## config.mk

```make
export PLATFORM = sky130hd
export DESIGN_NAME = e203_exu_disp_oitf
export DESIGN_NICKNAME = d
export VERILOG_FILES = /design/src/rtl/e203_exu_disp_oitf.sv
export SDC_FILE = /design/constraint.sdc
export NUM_CORES = 1
export LEC_CHECK = 0
export CAP_MARGIN = 20
export CORE_AREA = 4 4 154 156
export CTS_CLUSTER_DIAMETER = 100
export CTS_CLUSTER_SIZE = 28
export DETAILED_ROUTE_END_ITERATION = 7
export DIE_AREA = 0 0 158 160
export DONT_BUFFER_PORTS = 1
export PLACE_DENSITY = 0.53
export SLEW_MARGIN = 40
export SYNTH_ARGS = -nofsm -noshare
export SYNTH_HDL_FRONTEND = slang
export SYNTH_SLANG_ARGS = --single-unit
```

## constraint.sdc

```tcl
create_clock -name clk -period 14.4 [get_ports clk]
set_clock_uncertainty 0.05 [all_clocks]
set_input_delay 2.16 -clock clk [delete_from_list [all_inputs] [get_ports clk]]
set_output_delay 2.16 -clock clk [all_outputs]
set_load 0.1 [all_outputs]
```

## src/rtl/e203_exu_disp_oitf.sv

```systemverilog
// Dispatch stage with an in-order outstanding-instruction tracking FIFO.
// Blocks on RAW/WAW hazards against long-pipe entries and serialises CSR/fence.
module e203_exu_disp_oitf #(
  parameter int XLEN    = 32,
  parameter int RFIDX_W = 5,
  parameter int PC_SIZE = 32,
  parameter int INFO_W  = 32,
  parameter int DEPTH   = 4,
  localparam int ITAG_W = $clog2(DEPTH)
) (
  input  logic               clk,
  input  logic               rst,
  input  logic               wfi_halt_exu_req,
  output logic               wfi_halt_exu_ack,
  input  logic               amo_wait,
  input  logic               disp_i_valid,
  output logic               disp_i_ready,
  input  logic               disp_i_rs1en,
  input  logic               disp_i_rs2en,
  input  logic               disp_i_rs1x0,
  input  logic               disp_i_rs2x0,
  input  logic [RFIDX_W-1:0] disp_i_rs1idx,
  input  logic [RFIDX_W-1:0] disp_i_rs2idx,
  input  logic [RFIDX_W-1:0] disp_i_rdidx,
  input  logic [XLEN-1:0]    disp_i_rs1,
  input  logic [XLEN-1:0]    disp_i_rs2,
  input  logic [XLEN-1:0]    disp_i_imm,
  input  logic               disp_i_rdwen,
  input  logic [INFO_W-1:0]  disp_i_info,
  input  logic [PC_SIZE-1:0] disp_i_pc,
  input  logic               disp_i_csr,
  input  logic               disp_i_fence,
  input  logic               disp_i_longp,
  output logic               disp_o_alu_valid,
  input  logic               disp_o_alu_ready,
  input  logic               disp_o_alu_longpipe,
  output logic [XLEN-1:0]    disp_o_alu_rs1,
  output logic [XLEN-1:0]    disp_o_alu_rs2,
  output logic [XLEN-1:0]    disp_o_alu_imm,
  output logic               disp_o_alu_rdwen,
  output logic [RFIDX_W-1:0] disp_o_alu_rdidx,
  output logic [INFO_W-1:0]  disp_o_alu_info,
  output logic [PC_SIZE-1:0] disp_o_alu_pc,
  output logic [ITAG_W-1:0]  disp_o_alu_itag,
  input  logic               oitf_ret_ena,
  output logic               oitf_ret_rdwen,
  output logic [RFIDX_W-1:0] oitf_ret_rdidx,
  output logic [PC_SIZE-1:0] oitf_ret_pc,
  output logic [ITAG_W-1:0]  oitf_ret_itag,
  output logic               oitf_empty,
  output logic               oitf_full
);

  // Pointer MSB is the wrap flag that separates full from empty.
  logic [ITAG_W:0]      alc_ptr, ret_ptr;
  logic [ITAG_W-1:0]    alc_idx, ret_idx;
  logic [DEPTH-1:0]     ent_vld, ent_rdwen;
  logic [RFIDX_W-1:0]   ent_rdidx [DEPTH];
  logic [PC_SIZE-1:0]   ent_pc    [DEPTH];
  logic                 raw, waw, cond, alc_ena, ret_ena;

  assign alc_idx    = alc_ptr[ITAG_W-1:0];
  assign ret_idx    = ret_ptr[ITAG_W-1:0];
  assign oitf_empty = (alc_ptr == ret_ptr);
  assign oitf_full  = (alc_ptr[ITAG_W] != ret_ptr[ITAG_W]) && (alc_idx == ret_idx);

  always_comb begin
    raw = 1'b0;
    waw = 1'b0;
    for (int k = 0; k < DEPTH; k++) begin
      if (ent_vld[k] && ent_rdwen[k]) begin
        if (disp_i_rs1en && !disp_i_rs1x0 && (ent_rdidx[k] == disp_i_rs1idx)) raw = 1'b1;
        if (disp_i_rs2en && !disp_i_rs2x0 && (ent_rdidx[k] == disp_i_rs2idx)) raw = 1'b1;
        if (disp_i_rdwen && (ent_rdidx[k] == disp_i_rdidx)) waw = 1'b1;
      end
    end
  end

  assign cond = !wfi_halt_exu_req && !raw && !waw
              && (!disp_i_csr   || oitf_empty)
              && (!disp_i_fence || oitf_empty)
              && (!disp_i_longp || !oitf_full);

  assign disp_o_alu_valid = disp_i_valid & cond;
  assign disp_i_ready     = cond & disp_o_alu_ready;
  assign wfi_halt_exu_ack = oitf_empty & ~amo_wait;

  assign disp_o_alu_rs1   = disp_i_rs1x0 ? '0 : disp_i_rs1;
  assign disp_o_alu_rs2   = disp_i_rs2x0 ? '0 : disp_i_rs2;
  assign disp_o_alu_imm   = disp_i_imm;
  assign disp_o_alu_rdwen = disp_i_rdwen;
  assign disp_o_alu_rdidx = disp_i_rdidx;
  assign disp_o_alu_info  = disp_i_info;
  assign disp_o_alu_pc    = disp_i_pc;
  assign disp_o_alu_itag  = alc_idx;

  assign oitf_ret_rdwen = ent_rdwen[ret_idx];
  assign oitf_ret_rdidx = ent_rdidx[ret_idx];
  assign oitf_ret_pc    = ent_pc[ret_idx];
  assign oitf_ret_itag  = ret_idx;

  assign alc_ena = disp_o_alu_valid & disp_o_alu_ready & disp_o_alu_longpipe;
  assign ret_ena = oitf_ret_ena & ~oitf_empty;

  always_ff @(posedge clk or posedge rst) begin
    if (rst) begin
      alc_ptr   <= '0;
      ret_ptr   <= '0;
      ent_vld   <= '0;
      ent_rdwen <= '0;
      for (int k = 0; k < DEPTH; k++) begin
        ent_rdidx[k] <= '0;
        ent_pc[k]    <= '0;
      end
    end else begin
      if (ret_ena) begin
        ent_vld[ret_idx] <= 1'b0;
        ret_ptr          <= ret_ptr + 1'b1;
      end
      // Retire comes first so an allocation landing on the same slot wins.
      if (alc_ena) begin
        ent_vld[alc_idx]   <= 1'b1;
        ent_rdwen[alc_idx] <= disp_i_rdwen;
        ent_rdidx[alc_idx] <= disp_i_rdidx;
        ent_pc[alc_idx]    <= disp_i_pc;
        alc_ptr            <= alc_ptr + 1'b1;
      end
    end
  end

endmodule
```

Word-level counts from Yosys, hierarchy flattened

Cells that the tools add are included.

Word-level logic and storage cells: 131
Register bits: 162
Bits of input ports: 191
Output and inout port bits: 213

Reductions and logical operators: 39
Order comparisons: 7
Mux-type cells: 43
Bitwise operators: 13
$add $sub $neg: 2
Equal/unequal tests: 15

Operator list:

| kind                                                        | number |
|---|---|
| 2-to-1 mux 32 bit                                           | 5 |
| bitwise mux 128 bit                                         | 1 |
| binary-select mux 32 bit (select 2 bit)                     | 1 |
| demux 32 bit (select 2 bit)                                 | 1 |
| == test 5 bit                                               | 12 |
| logical AND 1 bit                                           | 27 |
| 2-to-1 mux 1 bit                                            | 23 |
| bitwise mux 20 bit                                          | 1 |
| 2-to-1 mux 5 bit                                            | 3 |
| binary-select mux 5 bit (select 2 bit)                      | 1 |
| demux 5 bit (select 2 bit)                                  | 1 |
| zero test 1 bit                                             | 9 |
| 2-to-1 mux 4 bit                                            | 2 |
| adder 3 x 1 -> 3 bit (second input constant)                | 2 |
| bitwise AND 1 bit                                           | 6 |
| >= comparator 3 bit (second input constant)                 | 2 |
| less-than comparator 2 x 3 -> 1 bit (second input constant) | 2 |
| NOT 2 -> 3 bit                                              | 2 |
| bitwise AND 4 bit                                           | 1 |
| bitwise mux 4 bit                                           | 1 |
| demux 1 bit (select 2 bit)                                  | 2 |
| >= comparator 2 x 1 -> 1 bit (second input constant)        | 2 |
| NOT 4 bit                                                   | 1 |
| OR 4 bit                                                    | 1 |
| 7 further kinds                                             | 10 |

Longest topological paths before layout

Depth in word-level cells: 25
Depth in mapped cells: 11

Worst setup path before layout

OpenSTA, ideal clock, no wires.

Kind: input to output
From: input disp_i_rs2idx[3]
To: output disp_i_ready
Arrival time: 4143 ps
Data required time: 12190 ps
Slack: 8047 ps
Stages: 8
Path through: buf_2 -> xor2_1 -> nor2_1 -> a41o_1 -> a2111oi_0 -> and4b_1 -> buf_4 -> and2_1

Word-level cells in the longest chain between the ends: 20
Elaborated cells between the ends (all ways): 26
Those cells by class: eq/ne (4); mux (11); bitwise (1); reduce/logical (10)

Ends and longest elaborated chain:

| item                              | RTL line | source |
|---|---|---|
| start, declared                   | 23       | `input logic [RFIDX_W-1:0] disp_i_rs2idx,` |
| == test 5 bit                     | 73       | `if (disp_i_rs2en && !disp_i_rs2x0 && (ent_rdidx[k] == disp_i_rs2idx)) raw = 1'b1;` |
| logical AND 1 bit                 | 73       |  |
| 2-to-1 mux 1 bit                  | 73       |  |
| 2-to-1 mux 1 bit                  | 71       | `if (ent_vld[k] && ent_rdwen[k]) begin` |
| 2-to-1 mux 1 bit                  | 72       | `if (disp_i_rs1en && !disp_i_rs1x0 && (ent_rdidx[k] == disp_i_rs1idx)) raw = 1'b1;` |
| 2-to-1 mux 1 bit                  | 73       |  |
| 2-to-1 mux 1 bit                  | 71       |  |
| 2-to-1 mux 1 bit                  | 72       |  |
| [... 3 more ...]                  | -        |  |
| 2-to-1 mux 1 bit                  | 73       |  |
| 2-to-1 mux 1 bit *                | 71       |  |
| zero test 1 bit *                 | 79       | `assign cond = !wfi_halt_exu_req && !raw && !waw` |
| logical AND 1 bit * (2 in series) | 79       |  |
| logical AND 1 bit *               | 80       | `&& (!disp_i_csr \|\| oitf_empty)` |
| logical AND 1 bit *               | 81       | `&& (!disp_i_fence \|\| oitf_empty)` |
| logical AND 1 bit *               | 82       | `&& (!disp_i_longp \|\| !oitf_full);` |
| bitwise AND 1 bit *               | 85       | `assign disp_i_ready = cond & disp_o_alu_ready;` |
| end, declared                     | 17       | `output logic disp_i_ready,` |

Every way passes the cells marked *; elsewhere a longest branch is shown, timed or not.

Final worst setup path

From: input disp_i_rs2x0
To: output disp_i_ready

Word-level cells in the longest chain between the ends: 21
Elaborated cells between the ends (all ways): 24
Those cells by class: mux (11); bitwise (1); reduce/logical (12)

Ends and longest elaborated chain:

| item                              | RTL line | source |
|---|---|---|
| start, declared                   | 21       | `input logic disp_i_rs2x0,` |
| zero test 1 bit *                 | 73       |  |
| logical AND 1 bit *               | 73       |  |
| logical AND 1 bit                 | 73       |  |
| 2-to-1 mux 1 bit                  | 73       |  |
| 2-to-1 mux 1 bit                  | 71       |  |
| 2-to-1 mux 1 bit                  | 72       |  |
| 2-to-1 mux 1 bit                  | 73       |  |
| 2-to-1 mux 1 bit                  | 71       |  |
| [... 4 more ...]                  | -        |  |
| 2-to-1 mux 1 bit                  | 73       |  |
| 2-to-1 mux 1 bit *                | 71       |  |
| zero test 1 bit *                 | 79       |  |
| logical AND 1 bit * (2 in series) | 79       |  |
| logical AND 1 bit *               | 80       |  |
| logical AND 1 bit *               | 81       |  |
| logical AND 1 bit *               | 82       |  |
| bitwise AND 1 bit *               | 85       |  |

Marks and branches as above.

==> out/metrics.yaml <==
num_vias: 5041
wl_per_cell_um: 28.33
drtIter0Drc: 222
cts_max_level: 4
grt.met1_usage_pct: 22.94
grt_use_met2_pct: 32.04
grt_max_degree: 86
drv_cap: 0
die-width_um: 158
mostFrequentLayoutCell: "dfrtp_1"
post_cts_buffers: 0
power.net_switching_mw: 1.074
fin_util_pct: 43.65
worstSkewPairLatency_ps: 420
synth_seq_area_share_pct: 43.56
start_kind: "input port"
dp_hpwl_um: 18020
drive_above_1_share_pct: 45.09
globalRouteMet3Util_pct: 8.564
finalWeightedCongestion: 0.8388
ys_types: 33
synthesis.nets: 911
firstDrtPassIters: 4
hold_class: "reg -> reg"
cp-startpoint: "disp_i_rs2x0"
dpl-instance-area_sq_um: 9174
final.setup.tns_ps: 0
drc: 0
cts_buffers: 17
via_per_inst: 5.683
core_area_sq_um: 22370
r2r_slack_ps: 10380
antenna_found_initial: 1
fin_crit_ps: 6334
dieArea_sq_um: 25280
yosysWarnings: 0
port_buffers: 0
leakagePower_nw: 4.589
seqPwrFrac_pct: 32.9
power_density_nw_per_um2: 225.9
r2r_end: "ent_rdidx[15]"
cp.required_ps: 12190
cts_sinks: 162
synthCells: 712
crit_end: "disp_i_ready"
drtAntennaViolNets: 0
setup_viol: 0
path_clk_slew_ps: 70
hold_viol_final: 0
tightestPinTransition_ps: 824.6
arrival_ps: 4120
ys_ff_latch: 162
grt.total_usage_pct: 19.78
clockBufferDepth: 2
syn_area_per_cell_sq_um: 13.07
p_clk_share_pct: 20.1
synth_area_sq_um: 9306
cp-end-kind: "primary output"
status: "finished, final reports clean"
hold_buffers: 0
row_count: 55
period_share_pct: 43.99
fp.dieH_um: 160
max-vdd-ir-drop_v: 0.0001078
num_io_pins: 404
grt_pass1_wl_um: 36710
grt_pass1_vias: 5588
criticalPathCategory: "in -> out"
slew_headroom_pct: 44.97
intPower_mw: 1.131
critPathMaxFanout: 33
filler_cell_count: 2015
max_freq_mhz: 157.9
ff2ff_path_depth: 6
gr-total-overflow: 0
top_usage_layer: "met2"
combPwrFrac_pct: 47.0
cts_tree: "done"
root_buffer: "clkbuf_16"
area_delta_synth_final_pct: 4.894
finalNetCount: 787
r2r-start: "ret_ptr[0]"
postRouteWirelength_um: 25130
rsz0062_at_grt: "no"
finalMaxSlewViolations: 0
start_util_pct: 41.61
netSwitchingFraction_pct: 48.72
finalInstanceArea_sq_um: 9762
layout_common_cells: "dfrtp_1 (160), mux2_2 (89), nor2b_4 (61)"
post_cts_resized: 0
-- stage by stage --
stage               std cells  hold WS [ps]  setup WS (ps)  power [mW]
floorplan                 712         394.6           7813       1.767
finish                    887         429.6           8066       2.205
CTS                       886         436.6           8051       2.234
global placement          853         411.6           7815       1.743
detailed placement        854         420.8           8050       1.782
global route              887         455.3           7903       2.301
-- cell type report --
| class | count | area, sq um | share of cell area (%) |
|---|---|---|---|
| clock buffers | 18 | 439.2 | 4.499 |
| repair buffers | 9 | 83.83 | 0.8588 |
| well taps | 285 | 356.6 | 3.653 |
| inverters | 6 | 30.03 | 0.3076 |
| diodes | 1 | 2.502 | 0.02563 |
| multi-input cells | 392 | 4644 | 47.58 |
| clock inverters | 14 | 143.9 | 1.474 |
| flip-flops and latches | 162 | 4061 | 41.60 |
-- synthesized netlist by cell type --
master     number  area, sq um
dfrtp_1       162         4054
buf_4         108        810.8
mux2_2         89         1002
nor2b_1        64        400.4
xnor2_1        53        464.2
mux2_1         38        427.9
mux4_2         38        855.8
mux2_4         27        405.4
buf_2          15        75.07
clkbuf_1       14        52.55
xor2_1         14        122.6
nand2_1        12        45.04
nand4_1        11        68.82
buf_6          10        112.6
ha_1            8        100.1
nor3_1          7        35.03
inv_1           6        22.52
nand3_1         6        30.03
buf_1           5        18.77
nor4_1          5        31.28
nor2_1          4        15.01
nand3_4         3        52.55
and2_1          2        12.51
nand2b_1        2        12.51
a2111oi_0       1        8.760
a21o_1          1        7.510
a311o_1         1        10.01
a41o_1          1        10.01
and3_1          1        6.260
and3_2          1        7.510
and4b_1         1        10.01
o211ai_1        1        7.510
o41a_1          1        11.26
-- sequential cells by signal (all words and copies together), names as in the netlist --
signal	cells
ent_pc	128
alc_ptr	3
ent_rdidx	20
ent_rdwen	4
ent_vld	4
ret_ptr	3
-- how the worst min path moves through the flow --
stage | start | end | slack [ps] | cells after the start
global placement | ent_pc[15] | ent_pc[15] | 410 | 1
floorplan | ent_vld[0] | ent_vld[0] | 390 | 2
CTS | ent_pc[15] | ent_pc[15] | 440 | 1
finish | ent_pc[15] | ent_pc[15] | 430 | 1
global route | alc_ptr[2] | alc_ptr[2] | 460 | 1
detailed placement | ent_pc[15] | ent_pc[15] | 420 | 1
-- worst max-delay path: stages --
cell and delay (ps):
nand2b_1 160, nor3_1 80, a41o_1 200, a2111oi_0 330
and4b_1 600, and2_2 580
-- metal layers --
| metal | share of wire [%] | vias to the layer above |
|---|---|---|
| li1 | - | 2124 |
| met3 | 10 | 52 |
| met2 | 50 | 254 |
| met5 | 0.17 | - |
| met4 | 2.9 | 2 |
| met1 | 37 | 2609 |
-- power by group through the flow --
stage	clock, mW	combinational, mW	sequential [mW]
4_1_cts	0.458	1.05	0.728
3_5_place_dp	0	1.05	0.736
6_report	0.444	1.04	0.725
5_1_grt	0.478	1.08	0.744
3_3_place_gp	0	0.997	0.746
2_1_floorplan	0	1.11	0.655
-- logic make-up (layout without fill, tap and decap cells) --
logic type | after synthesis | in the layout | synth area share (%)
xor gates and xnor gates | 67 | 67 | 6.306
and+or+nand+nor | 119 | 119 | 7.811
AOI/OAI and AO/OA | 6 | 6 | 0.5916
DFF | 162 | 162 | 43.56
buffers and inverters | 158 | 47 | 11.74
other | 0 | 1 | 0
adders and majority gates | 8 | 8 | 1.076
muxes | 192 | 192 | 28.92
Power figures use the tool's default switching activity.
